`src/rtl/sram_capture_controller.sv`:
```
// One capture/readout cycle of the sample SRAM: init pulse, sampling until trigger plus
// post-trigger delay, then backwards readout to the transmitter. Build option: SRAM_CTRL_KEEP_MASK_EN.
module sram_capture_controller #(
    parameter int CW       = 16,
    parameter int MDW      = 32,
    parameter int READ_LAT = 2
) (
    input  logic           clk,
    input  logic           rst,
    input  logic           cfg_wr,
    input  logic [3:0]     cfg_groups,
    input  logic [CW-1:0]  cfg_delaycnt,
    input  logic [CW-1:0]  cfg_readcnt,
    input  logic           arm,
    input  logic           abort,
    input  logic           run,
    input  logic           sample_valid,
    input  logic [MDW-1:0] sample_data,
    output logic           mem_cmd_flags,
    output logic [3:0]     mem_cmd_data,
    output logic           mem_write,
    output logic           mem_lastwrite,
    output logic [MDW-1:0] mem_wrdata,
    output logic           mem_rd_ready,
    input  logic [3:0]     mem_rd_keep,
    input  logic [MDW-1:0] mem_rd_data,
    output logic           tx_valid,
    input  logic           tx_ready,
    output logic [MDW-1:0] tx_data,
    output logic [3:0]     tx_keep,
    output logic           busy,
    output logic           done
);

    typedef enum logic [2:0] {IDLE, INIT, SAMPLE, DELAY, FETCH, SEND} state_t;

    state_t         state, state_n;
    logic [3:0]     groups_q, groups_n;
    logic [CW-1:0]  delay_q, delay_n;
    logic [CW-1:0]  readcnt_q, readcnt_n;
    logic [CW-1:0]  dcnt_q, dcnt_n;
    logic [CW-1:0]  rcnt_q, rcnt_n;
    logic [CW-1:0]  wcnt_q, wcnt_n;
    logic           tx_valid_n;
    logic [MDW-1:0] tx_data_n;
    logic [3:0]     tx_keep_n;
    logic [MDW-1:0] capture_data;
    logic           writing;
    logic           handshake;

    // Word presented to the transmitter when the read latency has elapsed.
    always_comb begin
        capture_data = mem_rd_data;
`ifdef SRAM_CTRL_KEEP_MASK_EN
        for (int i = 0; i < 4; i++) begin
            if (!mem_rd_keep[i]) capture_data[i*8 +: 8] = 8'h00;
        end
`endif
    end

    always_ff @(posedge clk) begin
        if (rst) begin
            state     <= IDLE;
            groups_q  <= 4'hF;
            delay_q   <= '0;
            readcnt_q <= '0;
            dcnt_q    <= '0;
            rcnt_q    <= '0;
            wcnt_q    <= '0;
            tx_valid  <= 1'b0;
            tx_data   <= '0;
            tx_keep   <= '0;
        end else begin
            state     <= state_n;
            groups_q  <= groups_n;
            delay_q   <= delay_n;
            readcnt_q <= readcnt_n;
            dcnt_q    <= dcnt_n;
            rcnt_q    <= rcnt_n;
            wcnt_q    <= wcnt_n;
            tx_valid  <= tx_valid_n;
            tx_data   <= tx_data_n;
            tx_keep   <= tx_keep_n;
        end
    end

    always_comb begin
        state_n    = state;
        groups_n   = groups_q;
        delay_n    = delay_q;
        readcnt_n  = readcnt_q;
        dcnt_n     = dcnt_q;
        rcnt_n     = rcnt_q;
        wcnt_n     = wcnt_q;
        tx_valid_n = tx_valid;
        tx_data_n  = tx_data;
        tx_keep_n  = tx_keep;

        writing   = (state == SAMPLE || state == DELAY) && !abort;
        handshake = (state == SEND) && tx_valid && tx_ready && !abort;

        mem_cmd_flags = (state == INIT);
        mem_cmd_data  = (state != IDLE) ? groups_q : 4'h0;
        mem_write     = writing && sample_valid;
        mem_lastwrite = writing && (state == DELAY) && sample_valid && (dcnt_q == '0);
        mem_wrdata    = (state == SAMPLE || state == DELAY) ? sample_data : '0;
        mem_rd_ready  = handshake && (rcnt_q != '0);
        done          = handshake && (rcnt_q == '0);
        busy          = (state != IDLE);

        if (abort) begin
            state_n    = IDLE;
            tx_valid_n = 1'b0;
        end else begin
            case (state)
                IDLE: begin
                    if (cfg_wr) begin
                        groups_n  = cfg_groups;
                        delay_n   = cfg_delaycnt;
                        readcnt_n = cfg_readcnt;
                    end
                    if (arm) state_n = INIT;
                end
                INIT: state_n = SAMPLE;
                SAMPLE: begin
                    if (run) begin
                        state_n = DELAY;
                        dcnt_n  = delay_q;
                    end
                end
                DELAY: begin
                    if (sample_valid) begin
                        if (dcnt_q == '0) begin
                            state_n = FETCH;
                            rcnt_n  = readcnt_q;
                            wcnt_n  = CW'(READ_LAT);
                        end else begin
                            dcnt_n = dcnt_q - 1'b1;
                        end
                    end
                end
                FETCH: begin
                    if (wcnt_q != '0) begin
                        wcnt_n = wcnt_q - 1'b1;
                    end else begin
                        tx_data_n  = capture_data;
                        tx_keep_n  = mem_rd_keep;
                        tx_valid_n = 1'b1;
                        state_n    = SEND;
                    end
                end
                SEND: begin
                    // The SRAM address already sits on the newest word; step back only between words.
                    if (handshake) begin
                        tx_valid_n = 1'b0;
                        if (rcnt_q == '0) begin
                            state_n = IDLE;
                        end else begin
                            rcnt_n  = rcnt_q - 1'b1;
                            wcnt_n  = CW'(READ_LAT);
                            state_n = FETCH;
                        end
                    end
                end
                default: state_n = IDLE;
            endcase
        end
    end

endmodule

```
`config.mk`:
```
export PLATFORM = sky130hd
export DESIGN_NAME = sram_capture_controller
export DESIGN_NICKNAME = d
export VERILOG_FILES = /design/src/rtl/sram_capture_controller.sv
export SDC_FILE = /design/constraint.sdc
export NUM_CORES = 1
export LEC_CHECK = 0
export ABC_AREA = 1
export BUFFER_PORTS_ARGS = -buffer_cell sky130_fd_sc_hd__buf_4
export CORE_MARGIN = 4
export CORE_UTILIZATION = 45
export DETAILED_ROUTE_END_ITERATION = 10
export MAX_ROUTING_LAYER = met4
export PLACE_DENSITY_LB_ADDON = 0.1
export SLEW_MARGIN = 20
export SYNTH_ARGS = -nofsm -noshare
export SYNTH_HDL_FRONTEND = slang
export SYNTH_SLANG_ARGS = --single-unit
```
`constraint.sdc`:
```
create_clock -name clk -period 4.05 [get_ports clk]
set_input_delay 0.405 -clock clk [delete_from_list [all_inputs] [get_ports clk]]
set_output_delay 0.405 -clock clk [all_outputs]
set_load 0.02 [all_outputs]
```
==> results of run 1 <==
==> worst paths after layout <==
| path | start | to | slack, ns | cells after the start |
|---|---|---|---|---|
| worst max-delay path | state[2] | mem_wrdata[6] | 1.24 | 6 |
| worst min-delay path | cfg_groups[3] | groups_q[3] | 0.20 | 3 |
| worst max register to register | wcnt_q[0] | tx_data[21] | 1.44 | 8 |
| worst min register to register | delay_q[12] | delay_q[12] | 0.45 | 2 |
==> per-layer routing <==
layer	track usage	vias to the layer above
li1	-	3600
met1	0.296	3055
met2	0.365	134
met3	0.0623	24
met4	0.0686	0
met5	-	-
==> cell usage after synthesis (2+ instances only) <==
| cell type | count | area, um2 |
|---|---|---|
| o21ai_0 | 115 | 576 |
| buf_1 | 4 | 15.0 |
| inv_1 | 100 | 375 |
| o21ai_1 | 12 | 60.1 |
| nand3_1 | 38 | 190 |
| nand4_1 | 5 | 31.3 |
| inv_2 | 6 | 22.5 |
| clkbuf_1 | 24 | 90.1 |
| or2_2 | 3 | 18.8 |
| buf_6 | 5 | 56.3 |
| dfxtp_1 | 124 | 2480 |
| nor2_2 | 6 | 37.5 |
| nand3_2 | 2 | 20.0 |
| nor2_1 | 258 | 968 |
| buf_2 | 14 | 70.1 |
| nand3b_1 | 3 | 22.5 |
| o211ai_1 | 4 | 30.0 |
| buf_4 | 2 | 15.0 |
| nor2_4 | 5 | 56.3 |
| nand2_2 | 6 | 37.5 |
| ha_1 | 3 | 37.5 |
| xnor2_1 | 7 | 61.3 |
| xor2_1 | 6 | 52.6 |
| a21oi_1 | 45 | 225 |
| nand2_1 | 193 | 724 |
| nand2_4 | 2 | 22.5 |
| nor3_1 | 38 | 190 |
==> critical path: stages (launching register included) <==
cell and delay (ns):
dfxtp_1 0.45, inv_2 0.09, nand3_2 0.34, nand2_1 0.14
inv_1 0.67, nor2_1 0.10, buf_4 0.19
==> final cells by class <==
| class | instances | share of cell area |
|---|---|---|
| multi-input cells | 757 | 0.398 |
| flip-flops and latches | 124 | 0.288 |
| repair buffers | 193 | 0.168 |
| clock buffers | 17 | 0.0493 |
| inverters | 106 | 0.0462 |
| well taps | 180 | 0.0261 |
| clock inverters | 15 | 0.0247 |
==> metrics by stage <==
step / cell area (um2) / setup slack, ns
2_1_floorplan: 6560 / 2.14
3_3_place_gp: 7980 / 1.55
5_1_grt: 8620 / 0.935
4_1_cts: 8620 / 1.22
3_5_place_dp: 7980 / 1.49
6_report: 8620 / 1.24
==> power by group through the flow <==
stage	combinational [mW]	sequential, mW	clock, mW
floorplan	0.366	1.34	0
global placement	0.581	1.34	0
detailed placement	0.586	1.34	0
CTS	0.589	1.31	1.67
global route	0.660	1.32	1.73
finish	0.585	1.31	1.65
==> kinds of logic after synthesis <==
kind of cell | share of synthesized area
and+or+nand+nor | 0.360
AOI/OAI and AO/OA | 0.139
xor gates and xnor gates | 0.0174
adders and majority gates | 0.00572
DFF | 0.378
buffers and inverters | 0.0990
==> state kept, by name (all words and copies together) (netlist names) <==
register / cells
rcnt_q: 16
delay_q: 16
readcnt_q: 16
tx_keep: 4
wcnt_q: 16
tx_valid: 1
groups_q: 4
tx_data: 32
dcnt_q: 16
state: 3
==> metrics.md, run 1 <==
| Metric | Value |
|---|---|
| Tmin final | `2.81 ns` |
| Number of I/O pins | `191` |
| Net load switching power | `989 uW` |
| Hold-fix buffers at CTS | `0` |
| CTS sink count | `124` |
| Status | `finished clean` |
| Row Count | `43` |
| Final hold slack | `0.198 ns` |
| Startpoint types | `flop` |
| Crit path DAT | `2.41 ns` |
| First-pass GRT wire length | `30.5 mm` |
| Min-Delay Path Class | `input pin to flop` |
| TritonCTS clock tree | `built` |
| Post-CTS Resized | `0` |
| Initial core utilization | `0.465` |
| Routed WL | `18.6 mm` |
| H-tree lvl count | `4` |
| Setup Crit Path Kind | `flop to output port` |
| Seq/Total Area, Yosys | `0.378` |
| EDFF count, synth | `0` |
| Synthesized cell area | `0.00656 mm2` |
| Non-filler cells, final | `1392` |
| Fillers | `1357` |
| Critical Path Fanout Max | `32` |
| Initial antenna violation count | `0` |
| Postcts setup bufs | `0` |
| Leak pwr | `4.31 nW` |
| Length of routed wiring on met1 | `8.42 mm` |
| Placer Congestion | `0.899` |
| CP Capture Type | `output port` |
| Clk pwr share | `0.465` |
| Highest routed metal layer | `met4` |
| Share of cells above drive strength 1 | `0.214` |
| Clk root buf | `clkbuf_16` |
| Setup_tns | `0 ns` |
| Area of the multi-input gates | `0.00343 mm2` |
| Dpl hpwl | `13.2 mm` |
| Fin crit share | `0.694` |
| Mean post-synth cell area | `6.33 um2` |
| DRT Pass-1 Iters | `5` |
| Endpoints failing setup | `0` |
| Leading cell type in the layout, fill and taps excluded | `nor2_1` |
| Worst skew pair latency | `0.42 ns` |
| Vias | `6813` |
| WL met2 | `8.99 mm` |
| Vias in the first global route | `6359` |
| Vias per cell | `4.89` |
| Buffer depth of the longest clock path | `2` |
| Die area | `0.0166 mm2` |
| WL per Instance | `13.4 um` |
| Syn_nets | `1152` |
| Max-cap viol count | `0` |
| Power Dens Cells | `411 mW/mm2` |
| DRT iter0 DRCs | `465` |
| Seq cells post-synth | `124` |
| Reg clk slew, reported paths | `0.06 ns` |
| I/O Buffers | `190` |
| Final clock skew | `0.00515 ns` |
| Gate Count Post-Synth | `1037` |
| DR DRC count | `0` |
| Sw frac | `0.279` |
| Final Slew Violations | `0` |
| Nets | `1314` |
| Share of power burned in registers | `0.370` |
| Area delta synth->final | `31.4%` |
| Tot GR Track Use | `0.233` |
| Peak VDD IR | `340 uV` |
| Die X | `129 um` |
| Total power | `3.54 mW` |
| Register area | `0.00248 mm2` |
| Remaining antenna violation count | `0` |
| Gr ovfl total | `0` |
| Post-synthesis cell type count | `34` |
| Cts bufs inserted | `17` |
| Final Hold Viols | `0` |
| Fin util | `0.612` |
| Req. time, crit path | `3.64 ns` |
| Largest net degree at the start of global routing | `50` |
| Met3 WL | `938 um` |
| Worst rel slew slack | `0.409` |
| N_diodes | `0` |
| Die Height | `129 um` |
| Pint | `2.56 mW` |
| Fmax | `0.356 GHz` |
| Most frequent cells in the layout | `nor2_1, nand2_1, buf_4` |
| Worst-margin pin slew | `0.886 ns` |
| Floorplan Core Area | `0.0141 mm2` |
| YS warnings | `0` |
| Ys async rst share | `0` |
| Placed Cells | `1360` |
| Predominant post-synthesis flop cell | `dfxtp_1` |
| Comb pwr share | `0.165` |
| Unrepaired setup endpoints after global routing | `false` |
Note: power is estimated with default switching activity, not from simulation.
==> run 2, diff against run 1 <==
--- a/config.mk
+++ b/config.mk
@@ -5,7 +5,7 @@
 export SDC_FILE = /design/constraint.sdc
 export NUM_CORES = 1
 export LEC_CHECK = 0
-export ABC_AREA = 1
+export ABC_AREA = 0
 export BUFFER_PORTS_ARGS = -buffer_cell sky130_fd_sc_hd__buf_4
 export CORE_MARGIN = 4
 export CORE_UTILIZATION = 45
==> constraint.sdc (replaced) <==
create_clock -name clk -period 2.5 [get_ports clk]
set_input_delay 0.25 -clock clk [delete_from_list [all_inputs] [get_ports clk]]
set_output_delay 0.25 -clock clk [all_outputs]
set_load 0.02 [all_outputs]
==> run 2 against run 1 <==
  * Register-to-register slack worse by 1.2 ns
  * Clock power increased by 55%
  * Cell count is 16% lower
  * Critical path depth increased by 2
  * Clock-buffer cell count increased by 6
  * Area after synthesis shrank 6.5%
  * Critical endpoint is now mem_rd_ready
  * Largest cell class unchanged
  * Highest routed layer unchanged
==> metrics.md, run 2 <==
| Metric | Value |
|---|---|
| Status | `finished clean` |
| Routed WL | `17.2 mm` |
| Dpl hpwl | `12.1 mm` |
| Startpoint types | `flop` |
| Non-filler cells, final | `1166` |
| Power Dens Cells | `587 mW/mm2` |
| CTS sink count | `124` |
| Req. time, crit path | `2.25 ns` |
| DR DRC count | `0` |
| Worst-margin pin slew | `0.553 ns` |
| Peak VDD IR | `549 uV` |
| EDFF count, synth | `0` |
| Gr busiest metal | `met2` |
| Hold-fix buffers at CTS | `0` |
| Seq cells post-synth | `124` |
| Leading cell type in the layout, fill and taps excluded | `buf_4` |
| Gr ovfl total | `0` |
| N_diodes | `0` |
| H-tree lvl count | `4` |
| Most frequent cell after synthesis | `nand2_1` |
| Worst rel slew slack | `0.628` |
| Met1 Track Usage GR | `0.278` |
| Tmin final | `2.40 ns` |
| Final Slew Violations | `0` |
| Placer Congestion | `0.861` |
| Setup slack at placement | `0.214 ns` |
| Max-cap viol count | `0` |
| Predominant post-synthesis flop cell | `dfxtp_1` |
| Flip-flop count of the largest register after layout | `32` |
| Final Hold Viols | `0` |
| Clk root buf | `clkbuf_16` |
| Vias per cell | `5.19` |
| Placed Cells | `1131` |
| Row Count | `42` |
| Total power | `4.95 mW` |
| Worst skew pair latency | `0.42 ns` |
| Die Height | `125 um` |
| Most frequent cells in the layout | `buf_4, nand2_1, dfxtp_1` |
| Setup Crit Path Kind | `flop to output port` |
| Final WS setup | `0.102 ns` |
| Met2 Track Usage GR | `0.361` |
| DRT Pass-1 Iters | `4` |
| Slowest CP cell | `or4b_4` |
| I/O Buffers | `190` |
| Gate Count Post-Synth | `792` |
| Remaining antenna violation count | `0` |
| Synthesized cell area | `0.00613 mm2` |
| Fillers | `1214` |
| Nets | `1092` |
| YS warnings | `0` |
| Buffer depth of the longest clock path | `2` |
| CP Capture Type | `output port` |
| CP peak stage delay | `0.50 ns` |
| Fin crit share | `0.959` |
| CP cell instances | `inv_2 -> ha_4 -> or4b_4 -> nor3_4 -> a21oi_4 -> nand2_8 -> nor2_1 -> buf_4` |
| Cts bufs inserted | `17` |
| Floorplan Core Area | `0.0133 mm2` |
| Area leader, netlist | `dfxtp_1` |
| Crit path DAT | `2.15 ns` |
| Area delta synth->final | `37.4%` |
| Die area | `0.0156 mm2` |
| Endpoints failing setup | `0` |
| Die X | `125 um` |
| Met3 Use GR | `0.0562` |
| Most flop-heavy register | `tx_data` |
| Ys async rst share | `0` |
| TritonCTS clock tree | `built` |
| Initial core utilization | `0.461` |
| Reg clk slew, reported paths | `0.05 ns` |
| Initial antenna violation count | `0` |
| Vias in the first global route | `5762` |
| Largest net degree at the start of global routing | `103` |
| Tot GR Track Use | `0.225` |
| Synth top cells by count | `nand2_1, dfxtp_1, a21oi_1` |
| Vias | `6049` |
| Min-Delay Path Class | `input pin to flop` |
| Synth top area cells | `dfxtp_1, nand2_1, a21oi_1` |
| Fmax | `0.417 GHz` |
| Seq/Total Area, Yosys | `0.405` |
| Placed Area | `0.00774 mm2` |
| WL per Instance | `14.7 um` |
| Share of cells above drive strength 1 | `0.302` |
| Number of I/O pins | `191` |
| Mean post-synth cell area | `7.75 um2` |
| Syn_nets | `907` |
| Leak pwr | `3.45 nW` |
| Yosys top cell area share | `0.405` |
| Critical Path Fanout Max | `5` |
| Final clock skew | `0.00484 ns` |
| DRT iter0 DRCs | `324` |
| Post-synthesis cell type count | `70` |
| Setup_tns | `0 ns` |
| Finished Cell Area | `0.00843 mm2` |
| First-pass GRT wire length | `28.4 mm` |
==> run 2: per-stage QoR <==
| stage | hold WS [ns] | utilization |
|---|---|---|
| global route | 0.0492 | 0.634 |
| global placement | 0.439 | 0.582 |
| detailed placement | 0.444 | 0.582 |
| floorplan | 0.374 | - |
| CTS | 0.0255 | 0.630 |
| finish | 0.0409 | 0.634 |
==> run 2: worst max-delay path, delay by kind of cell (launching register included) <==
family	cells	cell delay, ns
compound gates	1	0.11
fa+ha+maj	1	0.15
buf+inv	2	0.27
flops	1	0.33
simple gates	4	0.87
==> run 2: cell type report <==
| type | count | area, um2 | area share |
|---|---|---|---|
| clock buffer | 23 | 488 | 0.0579 |
| clock inverter | 9 | 133 | 0.0157 |
| inverter | 9 | 33.8 | 0.00401 |
| multi-input combinational | 607 | 3410 | 0.405 |
| sequential | 124 | 2480 | 0.295 |
| tap | 176 | 220 | 0.0261 |
| timing repair buffer | 218 | 1660 | 0.197 |
==> run 2: final timing paths <==
path	start	to	slack (ns)	depth (start not counted)
setup reg to reg	rcnt_q[0]	wcnt_q[14]	0.29	10
hold / removal	cfg_groups[2]	groups_q[2]	0.04	3
setup / recovery	rcnt_q[0]	mem_rd_ready	0.10	8
hold reg to reg	tx_data[30]	tx_data[30]	0.45	2
==> run 2: routing by layer <==
layer	part of all wire	wire length, um	vias up
li1	-	-	3112
met1	0.44	7620	2783
met2	0.49	8380	132
met3	0.051	879	22
met4	0.016	280	0
met5	0	0	-
==> run 2: power by group <==
| group | switching [mW] | total (mW) | leakage (nW) | internal, mW |
|---|---|---|---|---|
| Sequential | 0.0205 | 2.03 | 1.00 | 2.01 |
| Clock | 0.885 | 2.56 | 0.300 | 1.68 |
| Combinational | 0.167 | 0.357 | 2.15 | 0.191 |
==> run 2: kinds of logic (layout without fill, tap and decap cells) <==
family | after synthesis | count (layout) | synth area share
simple gates | 397 | 397 | 0.330
flops | 124 | 124 | 0.405
compound gates | 195 | 195 | 0.193
buf+inv | 61 | 259 | 0.0481
xor+xnor | 10 | 10 | 0.0143
fa+ha+maj | 3 | 3 | 0.00612
mux | 2 | 2 | 0.00326
==> run 2: timing repair <==
item / in CTS / in global routing
pin swaps: 2 / 3
gates resized for setup: 2 / 10
setup buffers: 2 / 1
endpoints found under the setup margin: 2 / 3
==> run 3, diff against run 2 <==
--- a/config.mk
+++ b/config.mk
@@ -12,6 +12,7 @@
 export DETAILED_ROUTE_END_ITERATION = 10
 export MAX_ROUTING_LAYER = met4
 export PLACE_DENSITY_LB_ADDON = 0.1
+export REMOVE_ABC_BUFFERS = 1
 export SLEW_MARGIN = 20
 export SYNTH_ARGS = -nofsm -noshare
 export SYNTH_HDL_FRONTEND = slang
==> run 3 against run 2 <==
  * Via count about the same
  * Sequential power is essentially flat
  * Die area did not move
  * Clock-buffer cell count fell by 5
  * Design area shrank 0.46%
  * First-iteration DRC count increased by 44%
  * Utilization is 0.29 points lower
  * Non-clock buffer count is the same
  * Sequential share of layout area up 0.17 points
  * Clock power decreased by 7%
  * Critical path type unchanged
  * Largest cell class unchanged
==> metrics.md, run 3 (synthesis gave the netlist of run 2 again) <==
| Metric | Value |
|---|---|
| CTS sink count | `124` |
| Leading cell type in the layout, fill and taps excluded | `buf_4` |
| CP cell instances | `inv_2 -> ha_4 -> or4b_4 -> nor3_4 -> a21oi_4 -> nand2_8 -> nor2_1 -> buf_4` |
| Crit path max-delay family | `simple AND/OR/NAND/NOR gates` |
| Fin crit share | `0.964` |
| N_diodes | `0` |
| Vias | `6047` |
| CP bufs+invs | `2` |
| Setup Crit Path Kind | `flop to output port` |
| Max-cap viol count | `0` |
| CP peak stage delay | `0.53 ns` |
| Final Slew Violations | `0` |
| Nets | `1092` |
| Die Height | `125 um` |
| I/O Buffers | `190` |
| Reg clk slew, reported paths | `0.06 ns` |
| Clk root buf | `clkbuf_16` |
| Leak pwr | `3.42 nW` |
| H-tree lvl count | `4` |
| Floorplan Core Area | `0.0133 mm2` |
| Initial antenna violation count | `0` |
| Peak VDD IR | `589 uV` |
| DRT Pass-1 Iters | `5` |
| Fmax | `0.415 GHz` |
| Row Count | `42` |
| TritonCTS clock tree | `built` |
| Cts bufs inserted | `17` |
| Endpoints failing setup | `0` |
| Remaining antenna violation count | `0` |
| Min-Delay Path Class | `input pin to flop` |
| Worst-margin pin slew | `0.524 ns` |
| Number of I/O pins | `191` |
| Flip-flop count of the largest register after layout | `32` |
| Worst skew pair latency | `0.42 ns` |
| Startpoint types | `flop` |
| Area delta synth->final | `36.8%` |
| Req. time, crit path | `2.25 ns` |
| First-pass GRT wire length | `29.0 mm` |
| Vias per cell | `5.19` |
| Final Hold Viols | `0` |
| Worst rel slew slack | `0.650` |
| Most flop-heavy register | `tx_data` |
| Tot GR Track Use | `0.229` |
| Placer Congestion | `0.827` |
| Critical Path Fanout Max | `5` |
| Slowest CP cell | `or4b_4` |
| WL per Instance | `14.9 um` |
| Die area | `0.0156 mm2` |
| Die X | `125 um` |
| Gr busiest metal | `met2` |
| Dpl hpwl | `12.1 mm` |
| Vias in the first global route | `5849` |
| Crit path DAT | `2.16 ns` |
| Fin util | `0.631` |
| Tmin final | `2.41 ns` |
| Met2 Track Usage GR | `0.382` |
| Met3 Use GR | `0.0622` |
| Met1 Track Usage GR | `0.272` |
| DRT iter0 DRCs | `467` |
| Status | `finished clean` |
| Gr ovfl total | `0` |
| Hold-fix buffers at CTS | `0` |
| Share of cells above drive strength 1 | `0.307` |
| DR DRC count | `0` |
| Initial core utilization | `0.461` |
| Most frequent cells in the layout | `buf_4, nand2_1, dfxtp_1` |
| Largest net degree at the start of global routing | `44` |
| Buffer depth of the longest clock path | `2` |
| Total power | `4.77 mW` |
| Routed WL | `17.4 mm` |
| Power Dens Cells | `568 mW/mm2` |
| CP Capture Type | `output port` |
| Final clock skew | `0.00973 ns` |
run 3: per-layer routing:
metal / vias up / part of all wire
li1: 3097 / -
met2: 123 / 0.51
met4: 0 / 0.015
met3: 21 / 0.050
met1: 2806 / 0.43
met5: - / 0
run 3: power breakdown:
part           internal (mW)  switching (mW)
registers               2.01          0.0195
clock network           1.46           0.921
logic                  0.185           0.169
run 3: what timing repair did:
item | in CTS | in global routing
resized for setup | 4 | 14
pin swaps | 2 | 4
endpoints found under the setup margin | 2 | 4
setup buffers | 2 | 2
run 3: final timing paths:
check	from	to	slack, ns	cells past startpoint
worst max register to register	rcnt_q[1]	wcnt_q[11]	0.31	9
worst max-delay path	rcnt_q[1]	mem_rd_ready	0.09	8
worst min-delay path	cfg_groups[3]	groups_q[3]	0.04	3
worst min register to register	tx_data[21]	tx_data[21]	0.45	2
run 3: tightest hold or removal path: cells and delay by family:
family | cells | cell delay [ns]
and+or+nand+nor | 2 | 0.10
buffers and inverters | 1 | 0.08
run 3: stage by stage:
stage	cells	hold slack [ns]	setup slack, ns	area (um2)	setup TNS [ns]
after global routing	1166	0.0263	-0.00734	8390	-0.00734
after CTS	1164	0.0329	0.0116	8320	0
after detailed placement	1130	0.445	0.147	7720	0
final	1166	0.0393	0.0904	8390	0
after floorplan	740	0.312	-0.250	5870	-2.41
after global placement	1130	0.438	0.197	7720	0
run 3: area by class of cell:
| cell class | count | area [um2] |
|---|---|---|
| Inverter | 9 | 33.8 |
| Tap cell | 176 | 220 |
| Timing Repair Buffer | 218 | 1650 |
| Fill cell | 1253 | 4910 |
| Clock buffer | 18 | 429 |
| Multi-Input combinational cell | 607 | 3430 |
| Clock inverter | 14 | 146 |
| Sequential cell | 124 | 2480 |
